--- src/rtl/subneg_loader.sv ---
// Program loader for the subneg CPU: synchronises a slow strobe/data pin interface,
// writes words sequentially into memory and holds/restarts the CPU around the load.
module subneg_loader #(
   parameter int unsigned WORD_W = 5,
   parameter int unsigned ADDR_W = 5,
   parameter int unsigned DEPTH  = 22
) (
   input  logic              clk_i,
   input  logic              reset_i,
   input  logic              load_req_i,
   input  logic              strb_i,
   input  logic [WORD_W-1:0] din_i,
   output logic              mem_we_o,
   output logic [ADDR_W-1:0] mem_addr_o,
   output logic [WORD_W-1:0] mem_wdata_o,
   output logic              cpu_run_o,
   output logic              cpu_restart_o,
   output logic [7:0]        status_o
);

   localparam int unsigned CNT_W = $clog2(DEPTH + 1);

   typedef enum logic [1:0] {
      ST_RUN  = 2'd0,
      ST_LOAD = 2'd1,
      ST_DONE = 2'd2
   } state_t;

   state_t              state_q;
   logic [CNT_W-1:0]    count_q;
   logic                overflow_q;

   logic                lr_s1_q, lr_s2_q, lr_s3_q;
   logic                st_s1_q, st_s2_q, st_s3_q;
   logic [WORD_W-1:0]   din_s1_q, din_s2_q;

   logic                strb_ev;
   logic                lr_rise;
   logic                lr_fall;
   logic                last_word;
   logic                room;

   assign strb_ev   = st_s2_q & ~st_s3_q;
   assign lr_rise   = lr_s2_q & ~lr_s3_q;
   assign lr_fall   = ~lr_s2_q & lr_s3_q;
   assign last_word = (count_q == CNT_W'(DEPTH - 1));
   assign room      = (count_q < CNT_W'(DEPTH));

   // status is a plain concatenation of registers, so it carries no input-to-output path
   assign status_o = {state_q, overflow_q, 5'(count_q)};

   always_ff @(posedge clk_i) begin
      if (reset_i) begin
         state_q       <= ST_RUN;
         count_q       <= '0;
         overflow_q    <= 1'b0;
         mem_we_o      <= 1'b0;
         mem_addr_o    <= '0;
         mem_wdata_o   <= '0;
         cpu_run_o     <= 1'b1;
         cpu_restart_o <= 1'b0;
         lr_s1_q       <= 1'b0;
         lr_s2_q       <= 1'b0;
         lr_s3_q       <= 1'b0;
         st_s1_q       <= 1'b0;
         st_s2_q       <= 1'b0;
         st_s3_q       <= 1'b0;
         din_s1_q      <= '0;
         din_s2_q      <= '0;
      end else begin
         lr_s1_q  <= load_req_i;
         lr_s2_q  <= lr_s1_q;
         lr_s3_q  <= lr_s2_q;
         st_s1_q  <= strb_i;
         st_s2_q  <= st_s1_q;
         st_s3_q  <= st_s2_q;
         din_s1_q <= din_i;
         din_s2_q <= din_s1_q;

         mem_we_o      <= 1'b0;
         cpu_restart_o <= 1'b0;

         case (state_q)
            ST_RUN: begin
               cpu_run_o <= 1'b1;
               if (lr_rise) begin
                  state_q    <= ST_LOAD;
                  cpu_run_o  <= 1'b0;
                  count_q    <= '0;
                  overflow_q <= 1'b0;
               end
            end
            ST_LOAD: begin
               cpu_run_o <= 1'b0;
               if (strb_ev && room) begin
                  mem_we_o    <= 1'b1;
                  mem_addr_o  <= ADDR_W'(count_q);
                  mem_wdata_o <= din_s2_q;
                  count_q     <= count_q + CNT_W'(1);
               end
               // a coincident strobe is written above before leaving
               if (lr_fall || (strb_ev && last_word)) begin
                  state_q <= ST_DONE;
               end
            end
            ST_DONE: begin
               cpu_run_o     <= 1'b0;
               cpu_restart_o <= 1'b1;
               state_q       <= ST_RUN;
               if (strb_ev) begin
                  overflow_q <= 1'b1;
               end
            end
            default: begin
               state_q   <= ST_RUN;
               cpu_run_o <= 1'b1;
            end
         endcase
      end
   end

endmodule
--- config.mk ---
export PLATFORM = sky130hd
export DESIGN_NAME = subneg_loader
export DESIGN_NICKNAME = d
export VERILOG_FILES = /design/src/rtl/subneg_loader.sv
export SDC_FILE = /design/constraint.sdc
export NUM_CORES = 1
export LEC_CHECK = 0
export BUFFER_PORTS_ARGS = -buffer_cell sky130_fd_sc_hd__buf_4
export CORE_MARGIN = 10
export CORE_UTILIZATION = 45
export CTS_BUF_LIST = sky130_fd_sc_hd__clkbuf_2
export DETAILED_ROUTE_END_ITERATION = 10
export GPL_ROUTABILITY_DRIVEN = 0
export MAX_ROUTING_LAYER = met4
export PLACE_DENSITY_LB_ADDON = 0.25
export SETUP_SLACK_MARGIN = 0.02
export SLEW_MARGIN = 30
export SYNTH_ARGS = -nofsm -noshare
export SYNTH_HDL_FRONTEND = slang
export SYNTH_SLANG_ARGS = --single-unit
--- constraint.sdc ---
create_clock -name clk_i -period 1.6 [get_ports clk_i]
set_input_delay 0.32 -clock clk_i [delete_from_list [all_inputs] [get_ports clk_i]]
set_output_delay 0.32 -clock clk_i [all_outputs]
set_load 0.02 [all_outputs]
== Word level (Yosys, flattened, before mapping) ==
Index checks and enable logic that the tools add are counted.

* Register bits after elaboration: 37
* Input port bits: 9

* Eq/ne operators: 7
* Muxes and demuxes: 13
* Magnitude comparators: 1
* Add/sub/neg operators: 1
* Reduce and logical (&&, ||, !) cells: 12
* Bitwise gates (word level): 7

{| class="wikitable"
|+ Operators with widths
! kind !! count
|-
| 5-bit 2-to-1 mux || 2
|-
| 5-bit case mux with 2 select lines || 1
|-
| 2-bit != test, second input constant || 4
|-
| 3-bit AND reduction || 2
|-
| 5-bit by 1-bit adder with 5-bit output, second input constant || 1
|-
| 5-bit == test, second input constant || 1
|-
| 5-bit less-than comparator, second input constant || 1
|-
| 1-bit 2-to-1 mux || 5
|-
| 2-bit 2-to-1 mux || 2
|-
| 1-bit NOT || 4
|-
| 1-bit case mux with 2 select lines || 2
|-
| 2-bit case mux with 2 select lines || 1
|-
| 2-bit AND reduction || 2
|-
| 2-bit nonzero test || 2
|-
| 2-bit OR reduction || 2
|-
| 1-bit AND || 3
|-
| 2-bit by 1-bit == test with 1-bit output, second input constant || 1
|-
| 2-bit == test, second input constant || 1
|-
| 1-bit logical AND || 2
|-
| 2-bit logical NOT || 1
|-
| 1-bit logical OR || 1
|}

== Logic depth before layout (Yosys ltp) ==
* Depth in word-level cells: 6
* Gate-level depth with buffers: 6
* Gate-level depth less buffers: 6

== Worst setup path before layout ==
No wires, ideal clock.

* Path type: reg2reg
* From: reg state_q[1]
* To: reg overflow_q
* Buffers on the path: 1
* Arrival: 1.318 ns
* Clock period less this slack: 1.435 ns
* Stages on the path, launching flop included: 4
* Required time: 1.483 ns
* Setup slack: 0.165 ns
* Setup time: 0.117 ns
* Cell sequence: dfxtp_1 -> or4b_1 -> buf_2 -> a32o_1

* Cells in the longest elaborated chain, start to end: 3

{| class="wikitable"
|+ Ends and longest elaborated chain
! element !! line !! RTL
|-
| start, declared || 29 || <nowiki>state_t state_q;</nowiki>
|-
| start signal, assigned || 54 || <nowiki>state_q <= ST_RUN;</nowiki>
|-
| start signal, assigned || 87 || <nowiki>state_q <= ST_LOAD;</nowiki>
|-
| start signal, assigned || 103 || <nowiki>state_q <= ST_DONE;</nowiki>
|-
| 2-bit == test or 2-bit logical NOT (tied branches) || 83 || <nowiki>case (state_q)</nowiki>
|-
| 2-bit != test (no line) or 2-bit nonzero test (tied branches) || n/a ||
|-
| 3-bit AND reduction (no line) || n/a ||
|-
| end signal, assigned || 56 || <nowiki>overflow_q <= 1'b0;</nowiki>
|-
| end signal, assigned || 90 || <nowiki>overflow_q <= 1'b0;</nowiki>
|-
| end signal, assigned || 111 || <nowiki>overflow_q <= 1'b1;</nowiki>
|-
| end, declared || 31 || <nowiki>logic overflow_q;</nowiki>
|}

Parallel ways exist; a longest one is shown, timed or not.
A chain may end at the register's enable or synchronous reset.

== Worst setup path after layout ==
* From: reg count_q[2]
* To: reg count_q[1]

* Cells in the longest elaborated chain, start to end: 4

{| class="wikitable"
|+ Ends and longest elaborated chain
! element !! line !! RTL
|-
| start, declared || 30 || <nowiki>logic [CNT_W-1:0] count_q;</nowiki>
|-
| start signal, assigned || 99 || <nowiki>count_q <= count_q + CNT_W'(1);</nowiki>
|-
| 5-bit less-than comparator || 47 || <nowiki>assign room = (count_q < CNT_W'(DEPTH));</nowiki>
|-
| 1-bit logical AND || 95 || <nowiki>if (strb_ev && room) begin</nowiki>
|-
| 2-bit != test (no line) || n/a ||
|-
| 3-bit AND reduction (no line) || n/a ||
|}

No other way between the ends.

==> impl_metrics.py <==
metrics = {
    "run_status": {
        "status": "complete, no violations",
    },
    "finish": {
        "final_util_pct": 57.8,
        "multi_input_area_um2": 520,
        "area_growth_pct": 22.5,
        "n_fill_cell": 251,
        "diodes": 0,
        "finalNonFillerCells": 199,
        "layout-drive-gt1-share_pct": 25.0,
        "fin_nets": 178,
        "seqCellArea_um2": 741,
    },
    "cts": {
        "cts.sinks": 37,
        "root_buffer": "clkbuf_2",
        "cts.clk_slew.worst_paths_ns": 0.18,
        "cts_made_buffers": 5,
        "cts_buffer_depth": 2,
        "clock_latency_ns": 0.37,
        "htree_levels": 2,
        "cts_tree": "yes",
    },
    "synth": {
        "synth_cell_types": 31,
        "yosysWarnings": 0,
        "syn_nets": 147,
        "ys.flop_type": "dfxtp_1",
        "synth_area_um2": 1300,
        "ys_seq_area_share_pct": 56.9,
        "synth-seq-cells": 37,
        "synth-async-reset-ratio_pct": 0,
        "synth_edf_count": 0,
        "avgSynthCellArea_um2": 9.57,
        "synth_cells": 136,
    },
    "worst_hold_path": {
        "whs_endpoint": "din_s1_q[0]$_SDFF_PP0_",
        "worstHoldPathType": "in -> reg",
        "hold_depth": 2,
        "min_from": "din_i[0]",
    },
    "drt": {
        "wl_per_cell_um": 13.4,
        "ant_nets": 0,
        "vias_per_cell": 5.17,
        "drc_errors": 0,
        "vias": 1028,
        "drt_iter0_markers": 72,
        "drt_wl_total_mm": 2.67,
        "drtPass1Iterations": 4,
    },
    "sta": {
        "max_slew_margin_pct": 72.6,
        "finClkSkew_ns": 0.0101,
        "hold_viol_final": 0,
        "drv_slew": 0,
        "rsz0062_at_grt": "yes",
        "max_freq_ghz": 0.674,
        "min_period_ns": 1.48,
        "worst_pin_slew_ns": 0.410,
        "setup_viol": 0,
        "period_share_pct": 92.7,
    },
    "floorplan": {
        "rows": 19,
        "fp.dieH_um": 73.8,
        "core_region_area_um2": 2760,
        "die_w_um": 73.8,
        "die_area_um2": 5440,
        "ios": 30,
        "initial_core_util_pct": 47.2,
    },
    "global_routing": {
        "grt_pass1_vias": 1059,
        "grtUsageTotal_pct": 10.9,
        "antenna_found_initial": 0,
        "grt_overflow": 0,
        "grt_first_pass_wirelength_mm": 4.46,
        "grt_max_degree": 38,
    },
    "critical_path": {
        "worstPathRequired_ns": 1.92,
        "r2r_setup_slack_ns": 0.12,
        "startpoint": "count_q[2]$_SDFFE_PP0P_",
        "timing.rr.start": "count_q[2]$_SDFFE_PP0P_",
        "critPathMaxFanout": 15,
        "slowest_delay_ns": 0.41,
        "path_common_cell": "a21oi_1",
        "worstReg2RegEnd": "count_q[1]$_SDFFE_PP0P_",
        "critPathKind": "reg -> reg",
        "cp_slowest_cell": "dfxtp_1",
        "ff2ff_path_depth": 4,
        "crit_path_end_kind": "flip-flop",
        "critPathLaunchType": "flip-flop",
        "arrival_ns": 1.81,
        "crit_chain": "a21oi_1, o21ai_4, or3_1, a21oi_1",
    },
    "run": {
        "maxCapViolations": 0,
    },
    "placement": {
        "dp_cells": 191,
        "numPortBuffers": 29,
        "dp_hpwl_mm": 1.89,
    },
    "pwr": {
        "ir_worst_vdd_mv": 0.776,
        "leakage_nw": 0.650,
        "power.density_nw_per_um2": 895,
    },
}
## how the worst max path moves through the flow
stage | to | slack [ns] | depth (start not counted)
floorplan | overflow_q$_SDFFE_PP0P_ | 0.16 | 3
global placement | count_q[4]$_SDFFE_PP0P_ | 0.17 | 4
detailed placement | count_q[1]$_SDFFE_PP0P_ | 0.09 | 4
CTS | count_q[1]$_SDFFE_PP0P_ | 0.05 | 4
global route | count_q[1]$_SDFFE_PP0P_ | -0.03 | 4
finish | count_q[1]$_SDFFE_PP0P_ | 0.12 | 4
## logic make-up after synthesis
kind of cell / count (synthesis) / synth area share (%)
AOI/OAI and AO/OA: 25 / 11.6
DFF: 37 / 56.9
buffers and inverters: 11 / 3.75
and+or+nand+nor: 61 / 25.8
adders and majority gates: 2 / 1.92
## worst max-delay path: cells and delay by family, from the launching register on
| kind | cells | cell delay, ns |
|---|---|---|
| and+or+nand+nor | 1 | 0.35 |
| AOI/OAI and AO/OA | 3 | 0.68 |
| DFF | 1 | 0.41 |
## flip-flops by register name, summed over array words and instances, names as in the netlist
signal / flops
lr_s3_q: 1
lr_s2_q: 1
din_s1_q: 5
count_q: 5
mem_wdata_o: 5
st_s1_q: 1
cpu_run_o: 1
st_s3_q: 1
cpu_restart_o: 1
mem_we_o: 1
state_q: 2
mem_addr_o: 5
din_s2_q: 5
st_s2_q: 1
lr_s1_q: 1
overflow_q: 1
## power breakdown
group | total [mW] | switching (mW) | internal (mW)
clock | 0.403 | 0.300 | 0.103
sequential | 0.952 | 0.00763 | 0.944
combinational | 0.0721 | 0.0376 | 0.0345
total | 1.43 | 0.345 | 1.08
## repair_timing
action	CTS	global route
hold buffers	0	0
setup endpoints to repair	0	12
gates resized for setup	0	2
setup buffers	0	0
## per-stage QoR
stage	hold WS (ns)	TNS, ns	worst slack (ns)	total power [mW]	area, um^2
finish	0.140	0	0.117	1.43	1590
global placement	0.418	0	0.171	1.04	1540
detailed placement	0.427	0	0.0897	1.04	1540
global route	0.0852	-0.0271	-0.0271	1.50	1590
CTS	0.109	0	0.0499	1.45	1590
floorplan	0.414	0	0.165	1.01	1300
## synth_stat cells (2+ instances only)
master | count | area [um^2]
a21oi_1 | 15 | 75.1
buf_2 | 3 | 15.0
clkbuf_1 | 4 | 15.0
dfxtp_1 | 37 | 741
ha_1 | 2 | 25.0
inv_1 | 2 | 7.51
nand2_1 | 19 | 71.3
nand3_1 | 5 | 25.0
nor2_1 | 4 | 15.0
nor2b_1 | 20 | 125
nor3_1 | 3 | 15.0
o31ai_1 | 2 | 15.0
or3_1 | 2 | 12.5
## metal layers
layer	share of wire, %	track usage, %	routed length (um)	vias up
li1	-	-	-	519
met1	45	10.3	1210	474
met2	45	17.0	1210	28
met3	6.7	5.65	179	7
met4	2.5	7.04	66	0
met5	0	-	0	-
## final cells by class
| type | instances | area share, % |
|---|---|---|
| Clock buffer | 5 | 1.57 |
| Clock inverter | 3 | 1.10 |
| Inverter | 3 | 0.706 |
| Multi-Input combinational cell | 88 | 32.7 |
| Sequential cell | 37 | 46.5 |
| Tap cell | 31 | 2.43 |
| Timing Repair Buffer | 32 | 15.1 |
## placed cells by master (no fill, tap or decap), types with 2 or more instances in the layout
cell	Yosys	final
nor2b_1	20	20
dfxtp_1	37	37
buf_4	1	32
inv_1	2	2
o31ai_1	2	2
nor3_1	3	3
nor2_1	4	4
nand2_1	19	19
clkbuf_2	0	5
a21oi_1	15	15
or3_1	2	2
nand3_1	5	5
ha_1	2	2
No activity file was read; power rests on OpenSTA's default activity.
